File: config.mk
export PLATFORM = sky130hd
export DESIGN_NAME = mult_arbiter
export DESIGN_NICKNAME = d
export VERILOG_FILES = /design/src/rtl/mult_arbiter.sv
export SDC_FILE = /design/constraint.sdc
export NUM_CORES = 1
export LEC_CHECK = 0
export CAP_MARGIN = 20
export CORE_MARGIN = 2
export CORE_UTILIZATION = 60
export DETAILED_ROUTE_END_ITERATION = 6
export GPL_ROUTABILITY_DRIVEN = 0
export PLACE_DENSITY = 0.95
export SLEW_MARGIN = 5
export SYNTH_ARGS = -nofsm -noshare
export SYNTH_HDL_FRONTEND = slang
export SYNTH_SLANG_ARGS = --single-unit
File: constraint.sdc
create_clock -name clk -period 8.59 [get_ports clk]
set_input_delay 1.718 -clock clk [delete_from_list [all_inputs] [get_ports clk]]
set_output_delay 1.718 -clock clk [all_outputs]
set_load 0.02 [all_outputs]
File: src/rtl/mult_arbiter.sv
// mult_arbiter: round-robin arbiter that shares one two-stage multiplier
// pipeline (operand register S1, output register S2) between NUM_REQ
// requesters. Each response carries the ID of the requester that issued it.

// op_mult: combinational N x N -> 2N multiplier with overflow detection and
// optional saturation. The product is formed one bit wider than the result so
// that ov reflects whether the true product fits in 2N bits.
module op_mult #(
    parameter int N        = 8,
    parameter bit SIGNED   = 1'b0,
    parameter bit SATURATE = 1'b0
) (
    input  logic [N-1:0]   a_i,
    input  logic [N-1:0]   b_i,
    output logic [2*N-1:0] result_o,
    output logic           ov_o
);

    logic [2*N:0] a_x;
    logic [2*N:0] b_x;
    logic [2*N:0] prod_x;

    // Extend operands to 2N+1 bits and multiply; the low 2N+1 bits of the
    // product are exact for both interpretations.
    always_comb begin
        a_x    = SIGNED ? {{(N+1){a_i[N-1]}}, a_i} : {{(N+1){1'b0}}, a_i};
        b_x    = SIGNED ? {{(N+1){b_i[N-1]}}, b_i} : {{(N+1){1'b0}}, b_i};
        prod_x = a_x * b_x;
    end

    // Flag results that do not fit in 2N bits and clamp them when saturating.
    always_comb begin
        ov_o     = SIGNED ? (prod_x[2*N] ^ prod_x[2*N-1]) : prod_x[2*N];
        result_o = prod_x[2*N-1:0];
        if (ov_o && SATURATE) begin
            if (!SIGNED)
                result_o = {(2*N){1'b1}};
            else if (prod_x[2*N])
                result_o = {1'b1, {(2*N-1){1'b0}}};
            else
                result_o = {1'b0, {(2*N-1){1'b1}}};
        end
    end

endmodule

module mult_arbiter #(
    parameter int N        = 8,
    parameter int NUM_REQ  = 4,
    parameter bit SATURATE = 1'b0,
    parameter int IDW      = (NUM_REQ > 1) ? $clog2(NUM_REQ) : 1
) (
    input  logic                 clk,
    input  logic                 rst_n,
    input  logic [NUM_REQ-1:0]   req_valid,
    output logic [NUM_REQ-1:0]   req_ready,
    input  logic [NUM_REQ*N-1:0] req_a,
    input  logic [NUM_REQ*N-1:0] req_b,
    input  logic [NUM_REQ-1:0]   req_signed,
    output logic                 rsp_valid,
    input  logic                 rsp_ready,
    output logic [IDW-1:0]       rsp_id,
    output logic [2*N-1:0]       rsp_result,
    output logic                 rsp_ov
);

    // Round-robin pointer: last granted requester.
    logic [IDW-1:0] last_q, last_d;

    // S1: operand register.
    logic           s1_valid_q, s1_valid_d;
    logic [N-1:0]   s1_a_q, s1_a_d;
    logic [N-1:0]   s1_b_q, s1_b_d;
    logic           s1_signed_q, s1_signed_d;
    logic [IDW-1:0] s1_id_q, s1_id_d;

    // S2: output register.
    logic           rsp_valid_q, rsp_valid_d;
    logic [IDW-1:0] rsp_id_q, rsp_id_d;
    logic [2*N-1:0] rsp_result_q, rsp_result_d;
    logic           rsp_ov_q, rsp_ov_d;

    logic           s2_free;
    logic           s1_free;
    logic           grant_found;
    logic [IDW-1:0] grant_id;
    logic           accept;

    logic [2*N-1:0] prod_u, prod_s;
    logic           ov_u, ov_s;

    op_mult #(.N(N), .SIGNED(1'b0), .SATURATE(SATURATE)) u_mult_u (
        .a_i      (s1_a_q),
        .b_i      (s1_b_q),
        .result_o (prod_u),
        .ov_o     (ov_u)
    );

    op_mult #(.N(N), .SIGNED(1'b1), .SATURATE(SATURATE)) u_mult_s (
        .a_i      (s1_a_q),
        .b_i      (s1_b_q),
        .result_o (prod_s),
        .ov_o     (ov_s)
    );

    assign s2_free = !rsp_valid_q || rsp_ready;
    assign s1_free = !s1_valid_q || s2_free;

    // Round-robin search starting just after the last granted requester.
    always_comb begin
        logic [IDW-1:0] cand;
        // NOTE: every combinational output gets a default before any branch;
        // otherwise a path that skips the assignment infers a latch.
        cand        = '0;
        grant_found = 1'b0;
        grant_id    = '0;
        for (int k = 1; k <= NUM_REQ; k++) begin
            cand = IDW'((int'(last_q) + k) % NUM_REQ);
            if (!grant_found && req_valid[cand]) begin
                grant_found = 1'b1;
                grant_id    = cand;
            end
        end
        accept    = rst_n && s1_free && grant_found;
        req_ready = '0;
        if (accept)
            req_ready[grant_id] = 1'b1;
    end

    // Next state for the pointer and both pipeline stages.
    always_comb begin
        last_d       = last_q;
        s1_valid_d   = s1_valid_q;
        s1_a_d       = s1_a_q;
        s1_b_d       = s1_b_q;
        s1_signed_d  = s1_signed_q;
        s1_id_d      = s1_id_q;
        rsp_valid_d  = rsp_valid_q;
        rsp_id_d     = rsp_id_q;
        rsp_result_d = rsp_result_q;
        rsp_ov_d     = rsp_ov_q;

        if (accept) begin
            s1_valid_d  = 1'b1;
            s1_a_d      = req_a[grant_id*N +: N];
            s1_b_d      = req_b[grant_id*N +: N];
            s1_signed_d = req_signed[grant_id];
            s1_id_d     = grant_id;
            last_d      = grant_id;
        end else if (s2_free) begin
            s1_valid_d = 1'b0;
        end

        if (s2_free) begin
            rsp_valid_d = s1_valid_q;
            if (s1_valid_q) begin
                rsp_id_d     = s1_id_q;
                rsp_result_d = s1_signed_q ? prod_s : prod_u;
                rsp_ov_d     = s1_signed_q ? ov_s : ov_u;
            end
        end
    end

    // Control state and response register, synchronously reset.
    always_ff @(posedge clk) begin
        // NOTE: sequential state uses non-blocking assignments so every
        // register samples the pre-edge values regardless of block order.
        if (!rst_n) begin
            last_q       <= IDW'(NUM_REQ - 1);
            s1_valid_q   <= 1'b0;
            rsp_valid_q  <= 1'b0;
            rsp_id_q     <= '0;
            rsp_result_q <= '0;
            rsp_ov_q     <= 1'b0;
        end else begin
            last_q       <= last_d;
            s1_valid_q   <= s1_valid_d;
            rsp_valid_q  <= rsp_valid_d;
            rsp_id_q     <= rsp_id_d;
            rsp_result_q <= rsp_result_d;
            rsp_ov_q     <= rsp_ov_d;
        end
    end

    // S1 operand payload.
    always_ff @(posedge clk) begin
        // NOTE: payload registers carry no reset; they are only consumed
        // when s1_valid_q is set, which the reset does clear.
        s1_a_q      <= s1_a_d;
        s1_b_q      <= s1_b_d;
        s1_signed_q <= s1_signed_d;
        s1_id_q     <= s1_id_d;
    end

    assign rsp_valid  = rsp_valid_q;
    assign rsp_id     = rsp_id_q;
    assign rsp_result = rsp_result_q;
    assign rsp_ov     = rsp_ov_q;

endmodule

==> results.txt <==
CTS Buf Count: 5
WP data required: 6.87 ns
Die W: 106 um
DRC viols: 0
Top area cells in the synthesized netlist: fa_1, ha_1, inv_1
Initial antenna violation count: 0
Total grt overflow: 0
Clock skew: 0.00445 ns
I/O Buffers: 97
N_diodes: 0
Initial Util: 60.8%
DP Cell Count: 893
CTS Root Cell: clkbuf_8
Netlist cell types: 52
Die area: 0.0112 mm2
First-pass DRT Iterations: 4
Worst-path clk slew: 0.08 ns
Final nets: 982
Yosys top cell by area: fa_1
Hold Slack: 0.465 ns
Synth async-reset ratio: 0%
Unrepaired setup endpoints after global routing: false
GRT Total Usage: 29.3%
Row count: 37
Fill cells: 699
# Post-CTS Setup Buffers: 0
Synth Area per Inst: 9.15 um2
Maxcap violations: 0
DP Wirelength: 12.6 mm
Flops & latches, synth: 41
Final hold viol count: 0
WP data arrival: 4.96 ns
Critical Path Start Type: input pin
CTS tree: built
Cts repair resizes: 0
Drt wl/cell: 16.9 um
Yosys top cell area share: 27.5%
Measured slew at the worst slew-check pin: 0.902 ns
Syn nets: 895
Synth Warn #: 0
Number of synthesized flops with an enable pin: 19
1st-iter DRT viols: 242
DRT antenna net count: 0
Post-Synthesis Cells: 677
Crit-path max FO: 22
Share of post-route cells with drive strength above 1: 1.83%
IO Pins: 99
Routed WL: 15.2 mm
CP Class: input pin to output port
Die height: 106 um
Clk_lat worst skew: 0.29 ns
Hold Crit Class: flop to flop
Fin Setup TNS: 0 ns
Max-slew violations: 0
Reg area: 0.00101 mm2
Sequential area share after synthesis: 16.3%
Fin crit period: 6.68 ns
Max transition margin: 39.8%
Pin count of the biggest net entering global routing: 33
First-pass GRT wire length: 26.0 mm
Floorplan core area: 0.0102 mm2
Cts-stage hold buffer count: 0
Clk buf depth: 2
Setup violations, final: 0
Post-Syn Area: 0.00620 mm2
Via Count: 5,099
Number of global-route vias before repair: 5,711
Layout overhead on the synthesized area: 18.8%
Via-per-instance ratio: 5.66
Final cell count without fillers: 901
Clock sinks: 41
Outcome: complete, no violations
Critical Path Sink Type: output port
FMAX: 150 MHz
Fin crit share: 77.7%
Main synth FF type: dfxtp_1
H-tree Lvls: 2
Multi-input logic area: 0.00451 mm2
[logic make-up (layout without fill, tap and decap cells)]
logic type	count (synthesis)	count (layout)	share of synthesized area, %
other	1	1	0.0605
AO/OA/AOI/OAI	83	83	8.93
XOR/XNOR	23	23	3.25
flip-flops	41	41	16.3
adder cells (fa/ha/maj)	143	143	39.2
buffers and inverters	179	267	11.1
multiplexers	55	55	8.89
AND/OR/NAND/NOR	152	152	12.3
[path summary, 6_finish.rpt]
path	slack, ns	start	cells after the start	to
worst max-delay path	1.91	rst_n	8	req_ready[0]
worst min-delay path	0.46	rsp_id[0]	2	rsp_id[0]
worst max register to register	3.27	s1_b_q[7]	16	rsp_result[15]
worst min register to register	0.46	rsp_id[0]	2	rsp_id[0]
[state kept, by name, summed over array words and instances, names as in the netlist]
name         count
rsp_result      16
s1_a_q           8
s1_b_q           8
last_q           2
rsp_id           2
s1_id_q          2
rsp_valid        1
s1_signed_q      1
s1_valid_q       1
[through the flow]
stage | utilization, % | setup slack [ns] | instance area [um2]
after floorplan | - | 3.83 | 6200
after global placement | 71.4 | 2.17 | 7270
after detailed placement | 71.4 | 2.07 | 7270
after CTS | 72.3 | 1.98 | 7360
after global routing | 72.3 | 1.71 | 7360
final | 72.3 | 1.91 | 7360
[cell type report]
class	count	share of cell area, %
multi-input combinational	457	61.3
tap	136	2.31
clock inverter	2	0.204
sequential	41	13.7
inverter	161	8.21
timing repair buffer	98	13.3
clock buffer	6	0.986
[synth_stat cells, types with 2 or more instances]
| cell | n |
|---|---|
| o311ai_0 | 2 |
| o21a_1 | 4 |
| or2_2 | 2 |
| a31oi_1 | 5 |
| o221ai_1 | 4 |
| nand2b_1 | 4 |
| nand3_1 | 5 |
| nor2_1 | 31 |
| buf_2 | 4 |
| or3_1 | 2 |
| a211o_1 | 2 |
| clkinv_1 | 2 |
| fa_1 | 85 |
| o211ai_1 | 2 |
| nor3_1 | 4 |
| a21oi_1 | 19 |
| clkbuf_1 | 12 |
| xor2_1 | 5 |
| o21bai_1 | 4 |
| nor4_1 | 2 |
| nand2_1 | 46 |
| inv_1 | 158 |
| edfxtp_1 | 19 |
| mux2i_1 | 55 |
| nor2b_1 | 4 |
| or4_1 | 2 |
| dfxtp_1 | 22 |
| xnor2_1 | 18 |
| and2_1 | 42 |
| o21ai_0 | 16 |
| a211oi_1 | 9 |
| a21o_1 | 5 |
| ha_1 | 58 |
| and3_1 | 4 |
| o31a_1 | 2 |
[placed cells by master (no fill, tap or decap), types with 4 or more instances in the layout]
cell type	n
xor2_1	5
nand2b_1	4
ha_1	58
a211oi_1	9
and2_1	42
a31oi_1	5
a21o_1	5
edfxtp_1	19
nor2b_1	4
nand2_1	46
and3_1	4
a21oi_1	19
dfxtp_1	22
nor2_1	31
xnor2_1	18
o221ai_1	4
clkdlybuf4s50_1	97
fa_1	85
nand3_1	5
clkbuf_8	5
o21ai_0	16
inv_1	158
o21bai_1	4
o21a_1	4
nor3_1	4
mux2i_1	55
[critical path: stages]
cell,delay (ns)
clkdlybuf4s50_1,0.68
clkinv_1,0.53
a21oi_1,0.30
nand2_1,0.14
inv_1,0.57
nand2_1,0.22
nor2_1,0.16
clkdlybuf4s50_1,0.63
[metal layers]
layer	global-route usage, %	part of all wire [%]	wire [um]	vias to the layer above
li1	-	-	-	2323
met1	31.6	35	5260	2482
met2	56.6	55	8340	237
met3	4.45	6.7	1030	57
met4	11.9	4.0	617	0
met5	0	0	0	-
Power is not shown: default switching activity piles up to over one toggle a cycle in this logic, so the estimate is an artifact.
